==> src/rtl/sprite_pkg.sv <==
// Shared types and constants for the per-frame sprite controller.
// Holds the PAUSE/RUN state enum and the walk-cycle frame sequence (0, 1, 0, 2).

package sprite_pkg;

    typedef enum logic {
        PAUSE = 1'b0,
        RUN   = 1'b1
    } state_t;

    localparam int SEQ_LEN = 4;

    // Graphic frame for each sequence step, step 0 in the low bits: 0, 1, 0, 2.
    localparam logic [2*SEQ_LEN-1:0] FRAME_SEQ = {2'd2, 2'd0, 2'd1, 2'd0};

    // Graphic frame number shown at a given sequence step.
    function automatic logic [1:0] seq_frame(input logic [1:0] step);
        return FRAME_SEQ[{step, 1'b0} +: 2];
    endfunction

endpackage

==> src/rtl/sprite_frame_seq.sv <==
// Walk-cycle sequencer: counts running ticks in hold_cnt, advances the
// 4-step sequence every FRAME_HOLD ticks and registers the ROM base address
// of the graphic frame selected by that step.

module sprite_frame_seq
    import sprite_pkg::*;
#(
    parameter int FRAME_HOLD = 16,
    parameter int SPR_PIXELS = 640,
    parameter int ADDRW      = 11
) (
    input  logic             clk_pix,
    input  logic             rst,
    input  logic             step_en,
    input  logic             clear,
    output logic [ADDRW-1:0] base_addr
);

    localparam int STEP_W = $clog2(SEQ_LEN);
    localparam int HOLD_W = (FRAME_HOLD > 1) ? $clog2(FRAME_HOLD) : 1;
    localparam logic [HOLD_W-1:0] HOLD_MAX = HOLD_W'(FRAME_HOLD - 1);

    logic [HOLD_W-1:0] hold_cnt;
    logic [HOLD_W-1:0] hold_next;
    logic [STEP_W-1:0] step;
    logic [STEP_W-1:0] step_next;
    logic [ADDRW-1:0]  addr_next;

    // Next hold count and step; clear wins over a coincident step.
    always_comb begin
        // NOTE: every output gets a default first so no path leaves it unassigned (no latch).
        hold_next = hold_cnt;
        step_next = step;
        if (clear) begin
            hold_next = '0;
            step_next = '0;
        end else if (step_en) begin
            if (hold_cnt == HOLD_MAX) begin
                hold_next = '0;
                step_next = step + 1'b1;
            end else begin
                hold_next = hold_cnt + 1'b1;
            end
        end
        addr_next = ADDRW'(seq_frame(step_next)) * ADDRW'(SPR_PIXELS);
    end

    // Counter, step and base address registers; base_addr tracks the step at the same edge.
    always_ff @(posedge clk_pix or posedge rst) begin
        if (rst) begin
            hold_cnt  <= '0;
            step      <= '0;
            base_addr <= '0;
        end else begin
            // NOTE: sequential state uses non-blocking assignments so all registers see pre-edge values.
            hold_cnt  <= hold_next;
            step      <= step_next;
            base_addr <= addr_next;
        end
    end

endmodule

==> src/rtl/sprite_motion.sv <==
// Per-frame sprite controller. At the start of vertical blanking it moves the
// sprite horizontally and steps the walk cycle; on the blanking area of the
// line before the sprite's first line it pulses spr_start for the line engine.
// Optional feature macro: SPRITE_BOUNCE_EN (bounce between screen edges
// instead of wrapping through the full line width).

module sprite_motion
    import sprite_pkg::*;
#(
    parameter int CORDW      = 12,
    parameter int H_RES      = 1920,
    parameter int V_RES      = 1080,
    parameter int H_RES_FULL = 2200,
    parameter int V_RES_FULL = 1125,
    parameter int SPR_PIXELS = 640,
    parameter int SPR_DRAW_W = 384,
    parameter int ADDRW      = 11,
    parameter int SPEED_X    = 6,
    parameter int FRAME_HOLD = 16,
    parameter int START_X    = 0,
    parameter int START_Y    = 420
) (
    input  logic             clk_pix,
    input  logic             rst,
    input  logic [CORDW-1:0] sx,
    input  logic [CORDW-1:0] sy,
    input  logic             run,
    input  logic             dir_in,
    input  logic             load,
    input  logic [CORDW-1:0] load_x,
    input  logic [CORDW-1:0] load_y,
    output logic [CORDW-1:0] sprx,
    output logic [CORDW-1:0] spry,
    output logic [ADDRW-1:0] base_addr,
    output logic             spr_start,
    output logic             animate,
    output logic             dir
);

    localparam logic [CORDW:0] SPD = (CORDW+1)'(SPEED_X);
`ifdef SPRITE_BOUNCE_EN
    localparam logic [CORDW:0] X_MAX = (CORDW+1)'(H_RES - SPR_DRAW_W);
    logic unused_dir_in;
    assign unused_dir_in = dir_in;
`else
    localparam logic [CORDW:0] HRF = (CORDW+1)'(H_RES_FULL);
    localparam int unused_draw_w = SPR_DRAW_W;
`endif

    state_t         state;
    state_t         state_next;
    logic           tick;
    logic           move_en;
    logic [CORDW:0] x_ext;
    logic [CORDW:0] x_move;
    logic           dir_next;
    logic [CORDW-1:0] spry_cor;
    logic           start_hit;

    assign tick  = (sy == CORDW'(V_RES)) && (sx == '0);
    assign x_ext = {1'b0, sprx};

    // Start line is the one above the sprite, wrapping to the last blanking line for spry = 0.
    assign spry_cor  = (spry == '0) ? CORDW'(V_RES_FULL - 1) : spry - 1'b1;
    assign start_hit = (spry < CORDW'(V_RES_FULL)) && (sy == spry_cor) && (sx == CORDW'(H_RES));

    // PAUSE/RUN state register, updated only at frame ticks.
    always_ff @(posedge clk_pix or posedge rst) begin
        if (rst) state <= PAUSE;
        else     state <= state_next;
    end

    // Next state from run at a tick; a running tick moves unless a load takes priority.
    always_comb begin
        state_next = state;
        move_en    = 1'b0;
        if (tick) begin
            state_next = run ? RUN : PAUSE;
            move_en    = run && !load;
        end
    end

    // Next X position and direction, computed one bit wider than the coordinates.
    always_comb begin
        x_move   = x_ext;
`ifdef SPRITE_BOUNCE_EN
        dir_next = dir;
        if (dir) begin
            if (x_ext <= SPD) begin
                x_move   = '0;
                dir_next = 1'b0;
            end else begin
                x_move = x_ext - SPD;
            end
        end else begin
            if (x_ext + SPD >= X_MAX) begin
                x_move   = X_MAX;
                dir_next = 1'b1;
            end else begin
                x_move = x_ext + SPD;
            end
        end
`else
        dir_next = dir_in;
        if (dir_in) begin
            x_move = (x_ext >= SPD) ? x_ext - SPD : HRF - (SPD - x_ext);
        end else begin
            x_move = x_ext + SPD;
            if (x_move >= HRF) x_move = x_move - HRF;
        end
`endif
    end

    // Position and direction registers; load overrides the tick's move.
    always_ff @(posedge clk_pix or posedge rst) begin
        if (rst) begin
            sprx <= CORDW'(START_X);
            spry <= CORDW'(START_Y);
            dir  <= 1'b1;
        end else if (load) begin
            sprx <= load_x;
            spry <= load_y;
        end else if (move_en) begin
            sprx <= x_move[CORDW-1:0];
            dir  <= dir_next;
        end
    end

    // One-cycle markers: animate after each tick, spr_start after the start coordinate.
    always_ff @(posedge clk_pix or posedge rst) begin
        if (rst) begin
            animate   <= 1'b0;
            spr_start <= 1'b0;
        end else begin
            animate   <= tick;
            spr_start <= start_hit;
        end
    end

    sprite_frame_seq #(
        .FRAME_HOLD (FRAME_HOLD),
        .SPR_PIXELS (SPR_PIXELS),
        .ADDRW      (ADDRW)
    ) u_frame_seq (
        .clk_pix   (clk_pix),
        .rst       (rst),
        .step_en   (move_en),
        .clear     (load),
        .base_addr (base_addr)
    );

endmodule

==> config.mk <==
export PLATFORM = sky130hd
export DESIGN_NAME = sprite_motion
export DESIGN_NICKNAME = d
export VERILOG_FILES = /design/src/rtl/sprite_pkg.sv /design/src/rtl/sprite_frame_seq.sv /design/src/rtl/sprite_motion.sv
export SDC_FILE = /design/constraint.sdc
export NUM_CORES = 1
export LEC_CHECK = 0
export BUFFER_PORTS_ARGS = -buffer_cell sky130_fd_sc_hd__buf_2
export CORE_AREA = 2 2 100 102
export DETAILED_ROUTE_END_ITERATION = 6
export DIE_AREA = 0 0 102 104
export GPL_TIMING_DRIVEN = 0
export PLACE_DENSITY = 0.58
export SYNTH_ARGS = -nofsm -noshare
export SYNTH_HDL_FRONTEND = slang
export SYNTH_HIERARCHICAL = 1
export SYNTH_SLANG_ARGS = --single-unit
==> constraint.sdc <==
create_clock -name clk_pix -period 3 [get_ports clk_pix]
set_input_delay 0.6 -clock clk_pix [delete_from_list [all_inputs] [get_ports clk_pix]]
set_output_delay 0.6 -clock clk_pix [all_outputs]
set_load 0.03 [all_outputs]
### After elaboration in Yosys (flattened, before gate mapping)

Index checks and enable logic that the tools add are counted.

| storage, ports and cells | value |
|---|---|
| register bits after elaboration | 37 |

| cells by class | value |
|---|---|
| bitwise logic cells | 1 |
| mux-type cells | 13 |
| shift-type cells | 1 |
| eq/ne operators | 4 |
| multiply operators | 1 |
| reductions and logical operators | 9 |
| $add $sub $neg | 8 |
| order comparisons | 3 |

Operators with widths:

| operator | number |
|---|---|
| two-way mux 12 bit | 6 |
| equality test 12 x 11 -> 1 bit (second input constant) | 2 |
| zero test 12 bit | 2 |
| adder 12 x 3 -> 13 bit (second input constant) | 1 |
| greater-or-equal comparator 13 x 12 -> 1 bit (second input constant) | 1 |
| equality test 12 bit | 1 |
| greater-or-equal comparator 12 x 3 -> 1 bit (second input constant) | 1 |
| less-than comparator 12 x 11 -> 1 bit (second input constant) | 1 |
| two-way mux 4 bit | 3 |
| subtractor 12 x 1 -> 12 bit (second input constant) | 1 |
| subtractor 12 bit (first input constant) | 1 |
| subtractor 12 bit (second input constant) | 1 |
| subtractor 12 x 3 -> 12 bit (second input constant) | 1 |
| subtractor 3 x 12 -> 12 bit (first input constant) | 1 |
| variable part select 8 x 4 -> 2 bit (first input constant) | 1 |
| two-way mux 2 bit | 3 |
| adder 4 x 1 -> 4 bit (second input constant) | 1 |
| equality test 4 bit (second input constant) | 1 |
| logical AND 1 bit | 4 |
| multiplier 2 x 3 -> 4 bit (second input constant) | 1 |
| adder 2 x 1 -> 2 bit (second input constant) | 1 |
| AND reduction 2 bit | 1 |
| nonzero test 2 bit | 1 |
| zero test 1 bit | 1 |
| 2 further kinds | 2 |

### Logic depth before layout (Yosys ltp)

Gate-level depths: netlist of the first run.

| depth | value |
|---|---|
| depth after elaboration | 7 |
| depth in mapped cells | 14 |
| depth with buffers taken out | 12 |

### Cells and area by module

Netlist of the first run, hierarchy kept.

By module, submodules not included:

| module | instances | seq. area each (µm²) | cells an instance | area an instance (µm²) |
|---|---|---|---|---|
| sprite_motion | 1 | 681.9 | 350 | 2816.5 |
| sprite_frame_seq | 1 | 200.2 | 45 | 426.7 |

### Worst setup path after synthesis of the first run

OpenSTA, ideal clock, no wires.

| path | value |
|---|---|
| path kind | register to register |
| start | reg sprx[3] |
| end | reg sprx[6] |
| required time | 2.918 ns |
| path slack | -0.343 ns |
| stages on the path, launching flop included | 14 |
| setup time | 0.082 ns |
| arrival time | 3.261 ns |
| cells stage by stage | dfrtp_1 -> buf_2 -> clkbuf_1 -> o21ai_0 -> xnor2_1 -> ha_1 -> or4_1 -> a21oi_1 -> a211o_1 -> and3b_2 -> a311o_1 -> a311oi_1 -> or4_1 -> a31oi_1 |

| on the way | value |
|---|---|
| cells in the longest elaborated chain, start to end | 6 |
| elaborated cells between the ends (all ways) | 12 |
| classes of those cells | add/sub: 5; order compare: 2; mux: 5 |

RTL lines:

| what | line | RTL |
|---|---|---|
| from (decl) | sprite_motion.sv:32 | `output logic [CORDW-1:0] sprx,` |
| from (signal assigned) | sprite_motion.sv:117 | `sprx <= CORDW'(START_X);` |
| from (signal assigned) | sprite_motion.sv:121 | `sprx <= load_x;` |
| from (signal assigned) | sprite_motion.sv:124 | `sprx <= x_move[CORDW-1:0];` |
| adder 12 x 3 -> 13 bit or subtractor 3 x 12 -> 12 bit (tied branches) | sprite_motion.sv:108, sprite_motion.sv:106 |  |
| subtractor 12 bit (tied with other cells) | sprite_motion.sv:109 | `if (x_move >= HRF) x_move = x_move - HRF;` |
| two-way mux 12 bit (on tied branches) | sprite_motion.sv:109, sprite_motion.sv:106 |  |
| two-way mux 12 bit (*) | sprite_motion.sv:105 | `if (dir_in) begin` |
| two-way mux 12 bit (*) | sprite_motion.sv:123 | `end else if (move_en) begin` |
| two-way mux 12 bit (*) | sprite_motion.sv:120 | `end else if (load) begin` |

Every way passes the cells marked *; elsewhere a longest branch is shown, timed or not. The select of a mux whose other input is x is not followed.
A chain may end at the register's enable or synchronous reset.

### Worst setup path in the final report of the first run

| path | value |
|---|---|
| start | reg sprx[1] |
| end | reg sprx[6] |

The elaborated chain is that of the path after synthesis.

==> metrics.yaml, run 1 <==
vias: 3467
hold_class: "in -> async"
yosys_warnings: 6
final_nets: 565
regArea_sq_um: 887
htreeDepth: 2
worstSetupPathType: "reg -> reg"
use_met1_pct: 25.5
ff2ff_setup_slack_ps: -130
synth_top_cell_by_area: "dfrtp_1"
top_usage_layer: "met2"
netlist_area_sq_um: 3240
max_slew_margin_pct: 26.2
wirelength_um: 10300
period_share_pct: 104
grt.total_usage_pct: 19.2
grt_pass1_vias: 3321
crit_slowest_cell: "or4_1"
violations: "negative setup slack"
fin_area_sq_um: 4240
io_pins: 91
layout_common_cells: "88 x buf_2, 40 x nand2_1, 30 x nor2_1, 28 x buf_4, 26 x dfrtp_1"
switchingPower_w: 0.000635
start_util_pct: 34.0
use_met3_pct: 3.49
finalMaxSlewViolations: 0
crit_top_cell: "a311oi_2"
comb_power_share_pct: 39.0
synthCells: 395
worstPathRequired_ps: 3230
routedWlPerCell_um: 16.1
clkPwrFrac_pct: 27.3
switching_share_pct: 37.9
finalWorstSetupSlack_ps: -127
coreArea_sq_um: 9550
grt_overflow: 0
synthToLayoutAreaGrowth_pct: 30.7
p_per_area_nw_per_um2: 395
setup_viol: 5
tritoncts: "yes"
status: "finished with violations"
syn_area_per_cell_sq_um: 8.21
rows: 36
cts-root-buf: "clkbuf_8"
drc: 0
antenna-diode-count: 0
port_buffers: 82
grt_pass1_wl_um: 16400
vias_per_cell: 5.42
hold_viol: 0
fin_hold_ws_ps: 243
cts_max_path_buffers: 2
clk_pin_slew_ps: 90
synth_sequential_area_ratio_pct: 27.2
slowest_delay_ps: 520
pwr-share-seq_pct: 33.7
power.internal_w: 0.00104
synth-main-ff-cell: "dfrtp_1"
post_dp_cell_area_sq_um: 3880
cp_cell_sequence: "inv_4 -> ha_4 -> buf_6 -> nand3b_1 -> nor2_4 -> mux2i_1 -> and3b_2 -> buf_4 -> a311oi_2 -> a311oi_2 -> or4_1 -> a31oi_1"
path_max_fanout: 6
grtUsageMet2_pct: 31.8
drive_above_1_share_pct: 36.3
cp-start-kind: "flip-flop"
dp_hpwl_um: 7720
min_period_ps: 3130
rsz0062_at_grt: "true"
ir_worst_vdd_uv: 245
max_freq_ghz: 0.320
worstSetupEndpointType: "flip-flop"
dieArea_sq_um: 10600
p_leak_nw: 1.77
drt_iter0_drc: 201
netlist_top_cells_area: "dfrtp_1 23%, xnor2_1 5.4%, nand2_1 4.6%, mux2_2 4.5%, dfstp_2 4.1%"
drv_cap: 0
clock_skew_ps: 13.2
arrival_ps: 3360
grt_max_degree: 28
n_fill_cell: 999
clk_latency_ps: 300
synth_edf_count: 0
synth-async-reset-ratio_pct: 100
ctsHoldBuffers: 0
worstMarginPinSlew_ps: 1110
ant_nets: 0
gp_congestion: 0.914
dpl_worst_slack_ps: -237
layout_commonest_cell: "buf_2"
fp.dieH_um: 104
synth_top_area_share_pct: 23.1
synth.distinct_cells: 73
synth-seq-cells: 35
cts.sinks: 35
antenna_found_initial: 1
dr.pass1.iters: 5
cts_made_buffers: 5
multi_input_area_sq_um: 2300
fp.dieW_um: 102
[logic make-up (layout without fill, tap and decap cells)]
kind of cell,Yosys count,after routing,share of synthesized area [%]
XOR/XNOR,30,30,8.33
adder cells (fa/ha/maj),6,6,2.31
other,1,7,0.116
flip-flops,35,35,27.2
multiplexers,18,18,6.06
AO/OA/AOI/OAI,93,93,20.0
AND/OR/NAND/NOR,168,168,29.2
buffers and inverters,44,150,6.75
[state kept, by name (all words and copies together), names as in the netlist]
name	count
sprx	12
u_frame_seq/base_addr	2
spry	12
spr_start	1
u_frame_seq/hold_cnt	4
animate	1
u_frame_seq/step	2
dir	1
[what timing repair did]
| item | in CTS | in global routing |
|---|---|---|
| setup buffers | 11 | 7 |
| setup endpoints to repair | 7 | 7 |
| cloned | 1 | 0 |
| pin swaps | 1 | 13 |
| gates resized for setup | 13 | 12 |
[cells in the mapped netlist (6+ instances only)]
master and number:
nand2_1 40, nor2_1 31, dfrtp_1 30, a21oi_1 20, xnor2_1 20, o21ai_0 19
inv_1 13, mux2_2 13, nor3_1 12, nor4_1 11, buf_4 10, clkbuf_1 10
nand3_1 10, nand4_1 10, xor2_1 9, a31oi_1 8, buf_2 7, ha_1 6
nand3b_1 6, or3_1 6
[worst paths after layout]
path / start / end / cells past startpoint
worst min register to register: u_frame_seq/step[1] / u_frame_seq/base_addr[9] / 2
worst max register to register: sprx[1] / sprx[6] / 12
worst min-delay path: rst / u_frame_seq/base_addr[9] / 2
worst max-delay path: sprx[1] / sprx[6] / 12
max in group asynchronous: rst / sprx[2] / 2
min in group clk_pix: load_x[11] / sprx[11] / 3
[through the flow]
step / power, W / util [%] / cells / TNS, ps
2_1_floorplan: 0.000966 / - / 401 / 0
3_5_place_dp: 0.00113 / 40.7 / 616 / -1110
5_1_grt: 0.00176 / 44.4 / 640 / -981
6_report: 0.00167 / 44.4 / 640 / -308
4_1_cts: 0.00163 / 43.3 / 635 / -21.9
3_3_place_gp: 0.00112 / 40.7 / 616 / -759
[critical path: cells and delay by family (launching register included)]
kind            cells  cell delay (ps)
compound gates      3              470
fa+ha+maj           1              160
buf+inv             3              320
flops               1              430
mux                 1              290
simple gates        4             1390
[per-layer routing]
metal	up-vias	wire length, um
met1	1665	4440
met4	0	137
met3	12	639
met5	-	0
met2	114	5060
li1	1676	-
[power by group through the flow]
stage / logic [W] / clock network [W] / registers (W)
3_5_place_dp: 0.000559 / 0 / 0.000572
4_1_cts: 0.000606 / 0.000468 / 0.000561
3_3_place_gp: 0.000551 / 0 / 0.000571
2_1_floorplan: 0.000344 / 0 / 0.000622
5_1_grt: 0.000708 / 0.000486 / 0.000572
6_report: 0.000653 / 0.000457 / 0.000565
[cell type report]
type	count	area share, %
timing repair buffer	101	13.0
buffer	27	3.84
clock buffer	5	1.62
inverter	14	1.30
tap	133	3.93
clock inverter	3	1.12
multi-input combinational	322	54.3
sequential	35	20.9
Power figures use the tool's default switching activity.
==> inputs of run 2 (changes only) <==
--- a/config.mk
+++ b/config.mk
@@ -6,5 +6,5 @@
 export NUM_CORES = 1
 export LEC_CHECK = 0
-export BUFFER_PORTS_ARGS = -buffer_cell sky130_fd_sc_hd__buf_2
+export BUFFER_PORTS_ARGS = -buffer_cell sky130_fd_sc_hd__clkbuf_2
 export CORE_AREA = 2 2 100 102
 export DETAILED_ROUTE_END_ITERATION = 6
@@ -16,2 +16,3 @@
 export SYNTH_HIERARCHICAL = 1
 export SYNTH_SLANG_ARGS = --single-unit
+export TNS_END_PERCENT = 30
==> constraint.sdc (replaced) <==
create_clock -name clk_pix -period 3 [get_ports clk_pix]
set_input_delay 0 -clock clk_pix [delete_from_list [all_inputs] [get_ports clk_pix]]
set_output_delay 0 -clock clk_pix [all_outputs]
set_load 0.03 [all_outputs]
==> run 2 against run 1 <==
Compared with the run above: largest power group unchanged; flip-flop and latch count stayed put; setup slack better by 44 ps; clock power is 0.9% lower; the flow still finishes with violations (negative setup slack); total power hardly changed.
==> metrics.yaml, run 2 (same netlist as run 1, synthesis figures left out) <==
clk_pin_slew_ps: 80
start_util_pct: 34.0
hold_class: "in -> reg"
max_freq_ghz: 0.324
grt_pass1_vias: 3389
dr.pass1.iters: 4
worstSetupPathType: "reg -> reg"
use_met1_pct: 26.9
fin_util_pct: 46.7
status: "finished with violations"
grt_overflow: 0
antenna_found_initial: 0
fin_tns_setup_ps: -191
fp.dieW_um: 102
max_slew_margin_pct: 22.3
tritoncts: "yes"
cp-start-kind: "flip-flop"
drive_above_1_share_pct: 33.8
top_usage_layer: "met2"
htreeDepth: 2
p_per_area_nw_per_um2: 375
vias_per_cell: 5.43
worstPathRequired_ps: 3220
port_buffers: 82
dieArea_sq_um: 10600
p_leak_nw: 1.88
grt_pass1_wl_um: 16900
io_pins: 91
antenna-diode-count: 0
violations: "negative setup slack"
drv_cap: 0
coreArea_sq_um: 9550
dp_hpwl_um: 7730
worstSetupEndpointType: "flip-flop"
cts_max_path_buffers: 2
grt_max_degree: 28
n_fill_cell: 1002
ir_worst_vdd_uv: 247
worstMarginPinSlew_ps: 1160
synthToLayoutAreaGrowth_pct: 37.6
dpl_worst_slack_ps: -219
routedWlPerCell_um: 15.7
hold_viol: 0
drc: 0
path_max_fanout: 5
period_share_pct: 103
drt_iter0_drc: 186
rows: 36
reg.largest.list: "sprx x12, spry x12, u_frame_seq/hold_cnt x4"
layout_common_cells: "82 x clkbuf_2, 40 x nand2_1, 31 x nor2_1, 27 x dlygate4sd3_1"
cts.sinks: 35
finalMaxSlewViolations: 0
fp.dieH_um: 104
arrival_ps: 3310
grtUsageMet2_pct: 32.8
cts_made_buffers: 5
cts-root-buf: "clkbuf_8"
clk_latency_ps: 300
grt.total_usage_pct: 20.0
wirelength_um: 10400
stdcell_count: 665
vias: 3614
use_met3_pct: 2.69
placedCellCount: 616
final_nets: 590
clock_skew_ps: 8.94
rsz0062_at_grt: "true"
finalWorstSetupSlack_ps: -83.0
min_period_ps: 3080
gp_congestion: 0.911
layout_commonest_cell: "clkbuf_2"
setup_viol: 4
ant_nets: 0
## run 2: cell types whose count changed in the layout (fill, tap and decap cells not counted), moves of 2 or more
cell / before / now
buf_2: 88 / 5
buf_4: 28 / 26
clkbuf_2: 0 / 82
dlygate4sd3_1: 0 / 27
o21ai_1: 0 / 2
xnor2_2: 1 / 3
xnor2_4: 2 / 0
## run 2: stage by stage
step	area, sq um	hold slack [ps]	total power, W
floorplan	3310	-184	0.000966
global placement	3880	-49.0	0.00112
detailed placement	3880	-41.7	0.00113
CTS	4370	32.4	0.00165
global route	4460	53.9	0.00177
finish	4460	39.8	0.00167
## run 2: layout make-up
type                            count  area (sq um)  area share (%)
Multi-Input combinational cell    322          2260            50.8
Sequential cell                    35           887            19.9
Timing Repair Buffer              126           813            18.2
Tap cell                          133           166            3.73
Buffer                             27           163            3.65
Clock buffer                        5          68.8            1.54
Inverter                           14          52.6            1.18
Clock inverter                      3          46.3            1.04
## run 2: critical path: stages, from the launching register on
cell,delay (ps)
dfrtp_2,410
inv_1,80
ha_4,150
buf_6,120
xnor2_2,120
ha_2,190
or4_4,420
a21oi_2,150
a211o_1,140
and3b_2,230
a311o_1,190
a311oi_2,100
or4_1,510
a31oi_1,180
## run 2: power breakdown
part	switching (W)	internal (W)	leakage, nW
Combinational	0.000370	0.000286	1.40
Sequential	0.0000559	0.000508	0.426
Clock	0.000203	0.000251	0.0548
Total	0.000629	0.00105	1.88
## run 2: layer usage
metal	part of all wire, %	up-vias
met2	49	122
met3	4.8	15
met1	44	1755
met5	0	-
li1	-	1722
met4	1.8	0
## run 2: path summary, 6_finish.rpt
check                           slack (ps)                 from  cells past startpoint                        to
worst max-delay path                   -80              sprx[2]                     13                   sprx[6]
worst min-delay path                    40            load_x[3]                      4                   sprx[3]
worst max register to register         -80              sprx[2]                     13                   sprx[6]
worst min register to register         540  u_frame_seq/step[1]                      2  u_frame_seq/base_addr[9]
max in group asynchronous             1680                  rst                      3                   sprx[2]
min in group asynchronous              180                  rst                      3  u_frame_seq/base_addr[8]
## run 2: what timing repair did
| action | 4_1_cts | 5_1_grt |
|---|---|---|
| resized for setup | 5 | 15 |
| setup endpoints to repair | 7 | 7 |
| hold endpoints to repair | 36 | 0 |
| buffers inserted | 11 | 6 |
| hold buffers | 27 | 0 |
| pin swaps | 4 | 10 |
==> inputs of run 3 (changes only) <==
Settings changed: SKIP_LAST_GASP from default to 1.
==> run 3 against run 2 <==
Compared with the run above: non-clock buffer count unchanged; global-route usage unchanged; the flow still finishes with violations (negative setup slack); largest cell class unchanged; clock power about the same; largest power group unchanged; total power is 0.28% lower; critical path type unchanged; count of clock-buffer cells in the layout unchanged; critical endpoint is now sprx[7]; flip-flop and latch count unchanged; clock skew is essentially flat.
==> metrics.yaml, run 3 (same netlist as run 1, synthesis figures left out) <==
status: "finished with violations"
violations: "negative setup slack"
cts_made_buffers: 5
ant_nets: 0
grt_max_degree: 28
htreeDepth: 2
clk_pin_slew_ps: 80
ir_worst_vdd_uv: 247
drc: 0
max_freq_ghz: 0.325
wirelength_um: 10400
coreArea_sq_um: 9550
dr.pass1.iters: 4
routedWlPerCell_um: 15.6
fp.dieH_um: 104
arrival_ps: 3310
min_period_ps: 3070
rsz0062_at_grt: "true"
dp_hpwl_um: 7730
ff2ff_setup_slack_ps: -70
worstSetupPathType: "reg -> reg"
dpl_worst_slack_ps: -219
crit_slowest_cell: "dfrtp_2"
layout_common_cells: "82 x clkbuf_2, 40 x nand2_1, 31 x nor2_1, 27 x dlygate4sd3_1"
clock_skew_ps: 8.61
grt_overflow: 0
path_delay_family: "compound AO/OA/AOI/OAI gates"
stdcell_count: 665
worstPathRequired_ps: 3240
worstMarginPinSlew_ps: 1160
cts-root-buf: "clkbuf_8"
p_per_area_nw_per_um2: 375
drt_iter0_drc: 182
slowest_delay_ps: 410
path_max_fanout: 7
antenna_found_initial: 0
antenna-diode-count: 0
synthToLayoutAreaGrowth_pct: 37.3
dieArea_sq_um: 10600
vias: 3617
crit_buf_inv: 3
finalWorstSetupSlack_ps: -74.5
cp-start-kind: "flip-flop"
rows: 36
placedCellCount: 616
drive_above_1_share_pct: 33.5
start_util_pct: 34.0
io_pins: 91
worstSetupEndpointType: "flip-flop"
grt_pass1_vias: 3389
grt_pass1_wl_um: 16900
cts.sinks: 35
setup_viol: 5
cp_cell_sequence: "inv_1 -> ha_4 -> buf_6 -> nand3b_1 -> nor2_4 -> mux2i_1 -> and3b_2 -> buf_4 -> a22o_4 -> a2111o_1 -> o211ai_1 -> a22o_1"
period_share_pct: 102
hold_viol: 0
fp.dieW_um: 102
port_buffers: 82
hold_class: "in -> reg"
clk_latency_ps: 300
layout_commonest_cell: "clkbuf_2"
p_total_w: 0.00167
p_leak_nw: 1.88
reg.largest.list: "sprx x12, spry x12, u_frame_seq/hold_cnt x4"
vias_per_cell: 5.44
final_nets: 590
fin_hold_ws_ps: 40.3
grt.total_usage_pct: 20.0
drv_cap: 0
tritoncts: "yes"
cts_max_path_buffers: 2
finalMaxSlewViolations: 0
gp_congestion: 0.911
max_slew_margin_pct: 22.4
## run 3: cell counts in the layout (fill, tap and decap cells not counted)
Identical to the previous run, type by type.
## run 3: power by group
| group | total, W | internal (W) | leakage [nW] | switching, W |
|---|---|---|---|---|
| Clock | 0.000452 | 0.000251 | 0.0548 | 0.000202 |
| Combinational | 0.000653 | 0.000285 | 1.40 | 0.000368 |
| Sequential | 0.000564 | 0.000508 | 0.426 | 0.0000556 |
| Total | 0.00167 | 0.00104 | 1.88 | 0.000626 |
## run 3: tightest hold or removal path, delay by kind of cell
family | cells | cell delay, ps
compound gates | 2 | 160
buf+inv | 1 | 80
simple gates | 1 | 70
## run 3: layout make-up
| type | count | area (sq um) |
|---|---|---|
| Clock inverter | 3 | 46.3 |
| Fill cell | 1003 | 5100 |
| Tap cell | 133 | 166 |
| Timing Repair Buffer | 126 | 813 |
| Multi-Input combinational cell | 322 | 2250 |
| Buffer | 27 | 163 |
| Clock buffer | 5 | 68.8 |
| Sequential cell | 35 | 887 |
| Inverter | 14 | 52.6 |
## run 3: through the flow
step | area [sq um] | setup TNS, ps | util, %
3_5_place_dp | 3880 | -1000 | 40.7
4_1_cts | 4370 | -14.3 | 45.8
5_1_grt | 4450 | -1250 | 46.6
6_report | 4450 | -246 | 46.6
3_3_place_gp | 3880 | -741 | 40.7
2_1_floorplan | 3310 | 0 | -
## run 3: repair_timing
item | in CTS | in global routing
buffers inserted | 11 | 6
hold buffers | 27 | 0
setup endpoints to repair | 7 | 7
gates resized for setup | 5 | 12
pin swaps | 4 | 6
endpoints found under the hold margin | 36 | 0
gates cloned | 0 | 0
## run 3: layer usage
metal	part of all wire [%]	up-vias	GRT usage [%]
li1	-	1718	-
met1	44	1766	26.9
met2	49	118	32.8
met3	4.9	15	2.69
met4	1.8	0	6.29
met5	0	-	0
## run 3: path summary, 6_finish.rpt
check | startpoint | end | cells past startpoint
worst min register to register | u_frame_seq/step[1] | u_frame_seq/base_addr[9] | 2
min in group asynchronous | rst | u_frame_seq/base_addr[8] | 3
worst min-delay path | load_x[3] | sprx[3] | 4
max in group asynchronous | rst | sprx[2] | 3
worst max-delay path | sprx[2] | sprx[7] | 12
worst max register to register | sprx[2] | sprx[7] | 12
